### config.mk
export PLATFORM = sky130hd
export DESIGN_NAME = bgw_renderer_flat
export DESIGN_NICKNAME = d
export VERILOG_FILES = /design/src/rtl/bgw_renderer_if.sv /design/src/rtl/bgw_renderer.sv /design/src/flat_wrapper.sv
export SDC_FILE = /design/constraint.sdc
export NUM_CORES = 1
export LEC_CHECK = 0
export BUFFER_PORTS_ARGS = -buffer_cell sky130_fd_sc_hd__buf_4
export CORE_MARGIN = 2
export CORE_UTILIZATION = 55
export CTS_CLUSTER_DIAMETER = 30
export CTS_CLUSTER_SIZE = 10
export DETAILED_ROUTE_END_ITERATION = 12
export PLACE_DENSITY = 0.76
export SYNTH_ARGS = -nofsm -noshare
export SYNTH_HDL_FRONTEND = slang
export SYNTH_SLANG_ARGS = --single-unit
### constraint.sdc
create_clock -name vga_clk -period 5.6 [get_ports vga_clk]
set_input_delay 0.28 -clock vga_clk [delete_from_list [all_inputs] [get_ports vga_clk]]
set_output_delay 0.28 -clock vga_clk [all_outputs]
set_load 0.02 [all_outputs]
### src/rtl/bgw_renderer_if.sv
// rtl/bgw_renderer_if.sv - FSX timing, VRAM8/VRAM32 and colour signals for the BG/window renderer
interface bgw_renderer_if;
  logic [9:0]  h_count;
  logic [8:0]  v_count;
  logic        vga_hs;
  logic        vga_vs;
  logic        o_hs;
  logic        o_vs;
  logic        o_de;
  logic        o_frame;
  logic [8:0]  o_h;
  logic [7:0]  o_v;
  logic [2:0]  vga_r;
  logic [2:0]  vga_g;
  logic [1:0]  vga_b;
  logic [13:0] vram32_addr;
  logic [31:0] vram32_q;
  logic [13:0] vram8_addr;
  logic [7:0]  vram8_q;

  modport master (
    output h_count, v_count, vga_hs, vga_vs, o_hs, o_vs, o_de, o_frame, o_h, o_v,
    output vram32_q, vram8_q,
    input  vga_r, vga_g, vga_b, vram32_addr, vram8_addr
  );

  modport slave (
    input  h_count, v_count, vga_hs, vga_vs, o_hs, o_vs, o_de, o_frame, o_h, o_v,
    input  vram32_q, vram8_q,
    output vga_r, vga_g, vga_b, vram32_addr, vram8_addr
  );
endinterface

### src/rtl/bgw_renderer.sv
// rtl/bgw_renderer.sv - background/window tile renderer: 8-cycle VRAM fetch slots feeding 2bpp pixel registers
module bgw_renderer #(
  parameter int H_RES  = 320,
  parameter int V_RES  = 240,
  parameter int H_FP   = 24,
  parameter int H_SYNC = 32,
  parameter int H_BP   = 46,
  parameter int V_FP   = 3,
  parameter int V_SYNC = 5,
  parameter int V_BP   = 14,
  parameter int H_POL  = 0,
  parameter int V_POL  = 0
) (
  input  logic          vga_clk,
  input  logic          reset,
  bgw_renderer_if.slave bus
);
  localparam int HA_STA  = H_FP - 1 + H_SYNC + H_BP;
  localparam int VA_STA  = V_FP - 1 + V_SYNC + V_BP;
  localparam int H_TOTAL = H_RES + H_FP + H_SYNC + H_BP;
  localparam int SLOTS   = H_RES / 8;

  localparam logic [13:0] BG_TILE  = 14'h0000;
  localparam logic [13:0] BG_COL   = 14'h0800;
  localparam logic [13:0] WIN_TILE = 14'h1000;
  localparam logic [13:0] WIN_COL  = 14'h14B0;
  localparam logic [13:0] SCROLL   = 14'h1960;
  localparam logic [13:0] PAL_BASE = 14'd1024;

  logic [13:0] r_vram8_addr;
  logic [13:0] r_vram32_addr;
  logic [5:0]  r_scroll;
  logic        r_armed;
  logic [15:0] r_bg_pat;
  logic [31:0] r_bg_palw;
  logic [15:0] r_win_pat;
  logic [31:0] r_win_palw;
  logic [15:0] r_bg_pix;
  logic [31:0] r_bg_pal;
  logic [15:0] r_win_pix;
  logic [31:0] r_win_pal;

  logic        w_line_act;
  logic [8:0]  w_y9;
  logic [7:0]  w_y;
  logic [4:0]  w_row;
  logic [2:0]  w_tl;
  logic [9:0]  w_pos;
  logic [9:0]  w_pos_n;
  logic        w_slot;
  logic        w_slot_n;
  logic [2:0]  w_c;
  logic [2:0]  w_c_n;
  logic [5:0]  w_k_n;
  logic [5:0]  w_bg_col;
  logic [13:0] w_bg_ent;
  logic [13:0] w_win_ent;
  logic [13:0] w_pat_addr;
  logic [13:0] w_pal_addr;
  logic [15:0] w_pat_half;

  assign w_line_act = (bus.v_count >= 9'(VA_STA + 1)) && (bus.v_count <= 9'(VA_STA + V_RES));
  assign w_y9       = bus.v_count - 9'(VA_STA + 1);
  assign w_y        = w_y9[7:0];
  assign w_row      = w_y[7:3];
  assign w_tl       = w_y[2:0];

  // w_pos is the slot position of this cycle; w_pos_n that of the next cycle,
  // since addresses are registered one cycle ahead of the cycle they belong to.
  assign w_pos    = bus.h_count - 10'(HA_STA - 7);
  assign w_pos_n  = bus.h_count - 10'(HA_STA - 8);
  assign w_slot   = w_line_act && (w_pos < 10'(8 * SLOTS));
  assign w_slot_n = w_line_act && (w_pos_n < 10'(8 * SLOTS));
  assign w_c      = w_pos[2:0];
  assign w_c_n    = w_pos_n[2:0];
  assign w_k_n    = w_pos_n[8:3];

  assign w_bg_col   = w_k_n + r_scroll;
  assign w_bg_ent   = {3'b000, w_row, w_bg_col};
  assign w_win_ent  = {4'b0000, w_row, 5'b00000} + {6'b000000, w_row, 3'b000} + {8'h00, w_k_n};
  assign w_pat_addr = {4'b0000, bus.vram8_q, w_tl[2:1]};
  assign w_pal_addr = PAL_BASE + {9'b0_0000_0000, bus.vram8_q[4:0]};
  assign w_pat_half = w_tl[0] ? bus.vram32_q[15:0] : bus.vram32_q[31:16];

  always_ff @(posedge vga_clk) begin
    if (reset) begin
      r_vram8_addr  <= 14'd0;
      r_vram32_addr <= 14'd0;
      r_scroll      <= 6'd0;
      r_armed       <= 1'b0;
      r_bg_pat      <= 16'd0;
      r_bg_palw     <= 32'd0;
      r_win_pat     <= 16'd0;
      r_win_palw    <= 32'd0;
      r_bg_pix      <= 16'd0;
      r_bg_pal      <= 32'd0;
      r_win_pix     <= 16'd0;
      r_win_pal     <= 32'd0;
    end else begin
      if (bus.h_count == 10'(H_TOTAL - 1)) begin
        r_vram8_addr <= SCROLL;
      end
      if (bus.h_count == 10'd1) begin
        r_scroll <= bus.vram8_q[5:0];
      end

      if (w_slot_n) begin
        case (w_c_n)
          3'd0: r_vram8_addr <= BG_TILE + w_bg_ent;
          3'd1: r_vram8_addr <= BG_COL + w_bg_ent;
          3'd2: begin
            r_vram8_addr  <= WIN_TILE + w_win_ent;
            r_vram32_addr <= w_pat_addr;
          end
          3'd3: begin
            r_vram8_addr  <= WIN_COL + w_win_ent;
            r_vram32_addr <= w_pal_addr;
          end
          3'd4: r_vram32_addr <= w_pat_addr;
          3'd5: r_vram32_addr <= w_pal_addr;
          default: ;
        endcase
      end

      // After a reset the registers stay cleared until a line starts from slot 0.
      if (w_slot) begin
        case (w_c)
          3'd0: begin
            if (w_pos[9:3] == 7'd0) begin
              r_armed <= 1'b1;
            end
          end
          3'd3: r_bg_pat   <= w_pat_half;
          3'd4: r_bg_palw  <= bus.vram32_q;
          3'd5: r_win_pat  <= w_pat_half;
          3'd6: r_win_palw <= bus.vram32_q;
          3'd7: begin
            if (r_armed) begin
              r_bg_pix  <= r_bg_pat;
              r_bg_pal  <= r_bg_palw;
              r_win_pix <= r_win_pat;
              r_win_pal <= r_win_palw;
            end
          end
          default: ;
        endcase
      end
    end
  end

  logic [3:0] w_pix_hi;
  logic [1:0] w_bg_idx;
  logic [1:0] w_win_idx;
  logic [4:0] w_bg_sel;
  logic [4:0] w_win_sel;
  logic [7:0] w_colour;

  always_comb begin
    w_pix_hi  = 4'd15 - {bus.o_h[2:0], 1'b0};
    w_bg_idx  = r_bg_pix[w_pix_hi -: 2];
    w_win_idx = r_win_pix[w_pix_hi -: 2];
    w_bg_sel  = 5'd31 - {w_bg_idx, 3'b000};
    w_win_sel = 5'd31 - {w_win_idx, 3'b000};
    w_colour  = 8'h00;
    if (bus.o_de) begin
      w_colour = (w_win_idx != 2'd0) ? r_win_pal[w_win_sel -: 8] : r_bg_pal[w_bg_sel -: 8];
    end
  end

  assign bus.vga_r       = w_colour[7:5];
  assign bus.vga_g       = w_colour[4:2];
  assign bus.vga_b       = w_colour[1:0];
  assign bus.vram8_addr  = r_vram8_addr;
  assign bus.vram32_addr = r_vram32_addr;

  logic w_unused;
  assign w_unused = ^{bus.vga_hs, bus.vga_vs, bus.o_hs, bus.o_vs, bus.o_frame,
                      bus.o_h[8:3], bus.o_v, w_y9[8], 1'(H_POL), 1'(V_POL)};
endmodule

### src/flat_wrapper.sv
// flat-port wrapper written by rule: the top's interface ports become plain ports
module bgw_renderer_flat 
#(
  parameter int H_RES  = 320,
  parameter int V_RES  = 240,
  parameter int H_FP   = 24,
  parameter int H_SYNC = 32,
  parameter int H_BP   = 46,
  parameter int V_FP   = 3,
  parameter int V_SYNC = 5,
  parameter int V_BP   = 14,
  parameter int H_POL  = 0,
  parameter int V_POL  = 0
)
  (vga_clk, reset, bus_h_count, bus_v_count, bus_vga_hs, bus_vga_vs, bus_o_hs, bus_o_vs, bus_o_de, bus_o_frame, bus_o_h, bus_o_v, bus_vram32_q, bus_vram8_q, bus_vga_r, bus_vga_g, bus_vga_b, bus_vram32_addr, bus_vram8_addr);
  bgw_renderer_if bus_i ();
  input  logic vga_clk;
  input  logic reset;
  input wire logic [$bits(bus_i.h_count)-1:0] bus_h_count;
  input wire logic [$bits(bus_i.v_count)-1:0] bus_v_count;
  input wire logic [$bits(bus_i.vga_hs)-1:0] bus_vga_hs;
  input wire logic [$bits(bus_i.vga_vs)-1:0] bus_vga_vs;
  input wire logic [$bits(bus_i.o_hs)-1:0] bus_o_hs;
  input wire logic [$bits(bus_i.o_vs)-1:0] bus_o_vs;
  input wire logic [$bits(bus_i.o_de)-1:0] bus_o_de;
  input wire logic [$bits(bus_i.o_frame)-1:0] bus_o_frame;
  input wire logic [$bits(bus_i.o_h)-1:0] bus_o_h;
  input wire logic [$bits(bus_i.o_v)-1:0] bus_o_v;
  input wire logic [$bits(bus_i.vram32_q)-1:0] bus_vram32_q;
  input wire logic [$bits(bus_i.vram8_q)-1:0] bus_vram8_q;
  output wire logic [$bits(bus_i.vga_r)-1:0] bus_vga_r;
  output wire logic [$bits(bus_i.vga_g)-1:0] bus_vga_g;
  output wire logic [$bits(bus_i.vga_b)-1:0] bus_vga_b;
  output wire logic [$bits(bus_i.vram32_addr)-1:0] bus_vram32_addr;
  output wire logic [$bits(bus_i.vram8_addr)-1:0] bus_vram8_addr;
  assign bus_i.h_count = bus_h_count;
  assign bus_i.v_count = bus_v_count;
  assign bus_i.vga_hs = bus_vga_hs;
  assign bus_i.vga_vs = bus_vga_vs;
  assign bus_i.o_hs = bus_o_hs;
  assign bus_i.o_vs = bus_o_vs;
  assign bus_i.o_de = bus_o_de;
  assign bus_i.o_frame = bus_o_frame;
  assign bus_i.o_h = bus_o_h;
  assign bus_i.o_v = bus_o_v;
  assign bus_i.vram32_q = bus_vram32_q;
  assign bus_i.vram8_q = bus_vram8_q;
  assign bus_vga_r = bus_i.vga_r;
  assign bus_vga_g = bus_i.vga_g;
  assign bus_vga_b = bus_i.vga_b;
  assign bus_vram32_addr = bus_i.vram32_addr;
  assign bus_vram8_addr = bus_i.vram8_addr;
  bgw_renderer #(.H_RES(H_RES), .V_RES(V_RES), .H_FP(H_FP), .H_SYNC(H_SYNC), .H_BP(H_BP), .V_FP(V_FP), .V_SYNC(V_SYNC), .V_BP(V_BP), .H_POL(H_POL), .V_POL(V_POL)) u_core (.vga_clk(vga_clk), .reset(reset), .bus(bus_i));
endmodule
; ---- Word level (Yosys, flattened, before mapping)
; Index checks and enable logic that the tools add are counted.
[totals]
ff_bits = 227
in_bits = 84
out_inout_bits = 36
elab_cells = 69
[classes]
n_addsub = 13
magnitude_cmp = 4
eq_ne = 12
n_shift = 4
mux = 7
reduce_logical = 17
[op_table]
columns = cell, n
row1 = indexed part select 39 x 6 -> 8 bit, 2
row2 = one-hot mux 14 bit (4 select lines), 1
row3 = indexed part select 17 x 5 -> 2 bit, 2
row4 = adder 13 x 14 -> 14 bit (first input constant), 2
row5 = two-way mux 14 bit, 2
row6 = one-hot mux 14 bit (2 select lines), 1
row7 = less-than comparator 10 x 9 -> 1 bit (second input constant), 2
row8 = subtractor 10 x 7 -> 10 bit (second input constant), 2
row9 = == test 3 bit (second input constant), 6
row10 = two-way mux 16 bit, 1
row11 = two-way mux 8 bit, 2
row12 = adder 14 x 6 -> 14 bit, 1
row13 = adder 12 x 11 -> 13 bit (first input constant), 1
row14 = adder 11 x 5 -> 12 bit (first input constant), 1
row15 = adder 10 x 8 -> 11 bit, 1
row16 = == test 10 x 1 -> 1 bit (second input constant), 1
row17 = == test 10 x 9 -> 1 bit (second input constant), 1
row18 = AND reduction 2 bit, 5
row19 = subtractor 5 bit (first input constant), 2
row20 = == test 3 x 2 -> 1 bit (second input constant), 3
row21 = >= comparator 9 x 5 -> 1 bit (second input constant), 1
row22 = less-or-equal comparator 9 bit (second input constant), 1
row23 = subtractor 8 x 5 -> 8 bit (second input constant), 1
row24 = zero test 7 bit, 1
row25 = 8 further kinds, 14

; ---- Logic depth before layout (Yosys ltp)
[depth]
depth_word = 6
mapped_depth = 17
ltp_nobuf = 15

; ---- Least setup slack after synthesis
; Ideal clock, no wire load.
[synth_timing]
kind = input port to flip-flop
from = input bus_h_count[1]
to = register u_core.r_vram8_addr[8], in the netlist u_core.bus.vram8_addr[8]
setup_time_ns = 0.119
t_arrival_ns = 3.281
required_ns = 5.481
setup_slack_ns = 2.200
stages = 16
path_buffers = 1
path_cell_list = clkbuf_1 > inv_1 > ha_1 > a21oi_1 > o21bai_1 > nand2_1 > xnor2_1 > inv_1 > fa_1 > nor2b_1 > o21ai_0 > and3_1 > nor3_1 > xnor2_1 > nor2_1 > o221a_1
[synth_via]
elab_chain_cells = 5
word_cells_on_any_way = 16
cone_classes = add/sub: 6 / order compare: 1 / eq/ne: 4 / mux: 3 / reduce/logical: 2
[synth_lines]
columns = item, line_no
row1 = start: declaration, flat_wrapper.sv:19  ; input wire logic [$bits(bus_i.h_count)-1:0] bus_h_count;
row2 = subtractor 10 x 7 -> 10 bit, bgw_renderer.sv:71  ; assign w_pos_n = bus.h_count - 10'(HA_STA - 8);
row3 = adder 14 x 6 -> 14 bit or adder 6 bit (tied branches), "bgw_renderer.sv:80, bgw_renderer.sv:78"
row4 = "adder 13 x 14 -> 14 bit, or another cell as far along", bgw_renderer.sv:116  ; r_vram8_addr <= WIN_COL + w_win_ent;
row5 = one-hot mux 14 bit (4 select lines), bgw_renderer.sv:108  ; case (w_c_n)
row6 = two-way mux 14 bit *, bgw_renderer.sv:107  ; if (w_slot_n) begin
row7 = end signal: assignment, bgw_renderer.sv:109  ; 3'd0: r_vram8_addr <= BG_TILE + w_bg_ent;
row8 = end signal: assignment, bgw_renderer.sv:110  ; 3'd1: r_vram8_addr <= BG_COL + w_bg_ent;
row9 = end signal: assignment, bgw_renderer.sv:116
row10 = end: declaration, bgw_renderer.sv:30  ; logic [13:0] r_vram8_addr;
; Every way passes the cells marked *; elsewhere a longest branch is shown, timed or not.
; A chain may end at the register's enable or synchronous reset.

; ---- Final worst setup path
[layout_timing]
from = register u_core.r_bg_pix[1]
to = output bus_vga_b[1]
[layout_via]
elab_chain_cells = 5
[layout_lines]
columns = item, line_no
row1 = start: declaration, bgw_renderer.sv:38  ; logic [15:0] r_bg_pix;
row2 = start signal: assignment, bgw_renderer.sv:139  ; r_bg_pix <= r_bg_pat;
row3 = indexed part select 17 x 5 -> 2 bit, bgw_renderer.sv:160  ; w_bg_idx = r_bg_pix[w_pix_hi -: 2];
row4 = subtractor 5 bit, bgw_renderer.sv:162  ; w_bg_sel = 5'd31 - {w_bg_idx, 3'b000};
row5 = indexed part select 39 x 6 -> 8 bit, bgw_renderer.sv:166  ; w_colour = (w_win_idx != 2'd0) ? r_win_pal[w_win_sel -: 8] : r_bg_pal[w_bg_sel -: 8];
row6 = two-way mux 8 bit, bgw_renderer.sv:166
row7 = two-way mux 8 bit, bgw_renderer.sv:165  ; if (bus.o_de) begin
row8 = end: declaration, flat_wrapper.sv:33  ; output wire logic [$bits(bus_i.vga_b)-1:0] bus_vga_b;
; No other way between the ends.

==> impl_metrics.json <==
{
  "status": "finished clean",
  "worst_setup_path_start_kind": "flip-flop",
  "hp-class": "input pin to flip-flop",
  "area_growth_syn_to_layout_pct": 21.4,
  "tns_ps": 0,
  "worstPathRequired_ps": 5320,
  "min_period_ps": 3410,
  "grt_overflow": 0,
  "setup-violations-final": 0,
  "grt.total_usage": 0.272,
  "ant_nets": 0,
  "yosysUniqueCellTypes": 73,
  "top_level_ports": 120,
  "yosysTopAreaCellShare": 0.424,
  "vias": 8630,
  "clock-sinks": 208,
  "die_area_um2": 18900,
  "yosysWarnings": 0,
  "grt_pass1_wl_mm": 40.8,
  "cts_resized": 0,
  "cts_max_level": 2,
  "root_buffer": "clkbuf_16",
  "clock_latency_ps": 510,
  "maxCapViolations": 0,
  "gp_congestion": 0.916,
  "syn_area_um2": 9820,
  "firstDrtPassIters": 5,
  "synthTopCellsByArea": "dfxtp_1 (42%), nand2_1 (12%), a21oi_1 (9.5%)",
  "rsz0062_at_grt": "no",
  "ys_seq_elements": 208,
  "design_area_um2": 11900,
  "wl_per_cell_um": 16.9,
  "final_common_cell": "nand2_1",
  "clock.fmax_mhz": 293,
  "fin_cells": 1523,
  "postCtsSetupBuffers": 0,
  "wl_mm": 25.7,
  "arrival_ps": 3130,
  "drc_errors": 0,
  "reg2reg_slack_ps": 3560,
  "hpwl_mm": 16.2,
  "rows": 48,
  "drt_iter0_drc": 763,
  "coreArea_um2": 17400,
  "synthArstFlopShare": 0,
  "layout-drive-gt1-share": 0.162,
  "power_density_nw_per_um2": 374,
  "numCtsBuffers": 40,
  "worstMarginPinSlew_ps": 1180,
  "finClkSkew_ps": 13.6,
  "grt_pass1_vias": 8133,
  "ys_seq_area_frac": 0.424,
  "layout_common_cells": "nand2_1 (319), dfxtp_1 (208), a21oi_1 (186)",
  "viasPerCell": 5.67,
  "synth_edf_count": 0,
  "path_max_fanout": 24,
  "synth_cells": 1215,
  "ir_worst_vdd_v": 0.000290,
  "clk_path_buf_depth": 3,
  "slew_headroom": 0.205,
  "crit_type": "flip-flop to output pin",
  "dp.cells": 1451,
  "grt_max_degree": 121,
  "tritoncts": "done",
  "die_h_um": 138,
  "antenna_found_initial": 0,
  "synthFlopType": "dfxtp_1",
  "antenna_cells": 0,
  "slew_violations": 0,
  "worst_setup_hold_path_clk_slew_ps": 50,
  "syn_area_per_cell_um2": 8.08,
  "report.final.hold_viol_count": 0,
  "die_x_um": 138,
  "power.leakage_nw": 4.43,
  "timing.final.crit_share": 0.610,
  "placed_area_um2": 10500,
  "io_buffers": 97,
  "n_fill_cell": 1400,
  "end_kind": "output pin",
  "start_util": 0.566,
  "cts.hold.buffers_added": 0,
  "synth_top_area_cell": "dfxtp_1",
  "finish.net_count": 1371
}
worst max-delay path, stage by stage, from the launching register on:
cell      delay [ps]
dfxtp_1          310
mux4_2           480
mux2i_2          150
buf_4            370
nor2b_1          110
a211oi_1         310
a21oi_1           90
mux4_2           470
and2_1           160
buf_4            150
final cells by class:
type / count / area (um^2) / area share
clock buffer: 46 / 1070 / 0.0902
clock inverter: 26 / 347 / 0.0291
inverter: 21 / 78.8 / 0.00661
multi-input combinational: 891 / 5180 / 0.434
sequential: 208 / 4160 / 0.349
tap: 225 / 282 / 0.0236
timing repair buffer: 106 / 800 / 0.0671
cell usage after synthesis, drive strengths merged (7+ instances only):
| cell | count |
|---|---|
| nand3 | 10 |
| dfxtp | 208 |
| nor2b | 12 |
| nor2 | 75 |
| xor2 | 8 |
| inv | 21 |
| a21oi | 186 |
| mux2i | 40 |
| o21ai | 21 |
| nand2b | 9 |
| xnor2 | 16 |
| nor3 | 10 |
| buf | 37 |
| clkbuf | 60 |
| a211oi | 49 |
| mux4 | 16 |
| nand3b | 7 |
| nand2 | 320 |
| and2 | 13 |
| ha | 17 |
layer usage:
| layer | global-route usage | part of all wire |
|---|---|---|
| met4 | 0.0934 | 0.024 |
| met5 | 0 | 0 |
| met2 | 0.464 | 0.49 |
| met1 | 0.344 | 0.43 |
| met3 | 0.0504 | 0.064 |
state kept, by name, summed over array words and instances, names as in the netlist:
| register | flops |
|---|---|
| u_core.r_win_pal | 24 |
| u_core.r_bg_pix | 16 |
| u_core.r_armed | 1 |
| u_core.r_win_pat | 16 |
| u_core.r_bg_palw | 32 |
| u_core.r_win_palw | 24 |
| u_core.r_bg_pat | 16 |
| u_core.bus.vram8_addr | 14 |
| u_core.r_bg_pal | 32 |
| u_core.r_win_pix | 16 |
| u_core.r_scroll | 6 |
| u_core.bus.vram32_addr | 11 |
per-stage QoR:
stage               utilization  hold WS, ps  worst slack, ps  total power [mW]
floorplan                     -          416             2200              1.84
global placement          0.605          436             1820              1.97
detailed placement        0.605          442             1790              1.97
CTS                       0.687         10.7             2160              4.46
global route              0.687         18.3             1880              4.59
finish                    0.687         22.4             2190              4.46
worst paths after layout:
kind,start,to,depth (start not counted)
worst max-delay path,u_core.r_bg_pix[1],bus_vga_b[1],9
worst min-delay path,bus_vram8_q[2],u_core.r_scroll[2],3
worst max register to register,u_core.r_scroll[1],u_core.bus.vram8_addr[5],9
worst min register to register,u_core.r_bg_palw[21],u_core.r_bg_pal[21],2
kinds of logic (layout without fill, tap and decap cells):
group	Yosys count	count (layout)	synth area share
flip-flops	208	208	0.424
buffers and inverters	118	199	0.0540
AND/OR/NAND/NOR	482	482	0.210
adder cells (fa/ha/maj)	19	19	0.0257
other	1	3	0.000382
XOR/XNOR	24	24	0.0214
AO/OA/AOI/OAI	306	306	0.185
multiplexers	57	57	0.0794
report_power, final:
group	switching [mW]	total (mW)	internal, mW
combinational	0.278	0.446	0.168
clock	0.797	2.50	1.70
sequential	0.00877	1.51	1.50
total	1.08	4.46	3.37
(Power assumes the default switching activity.)
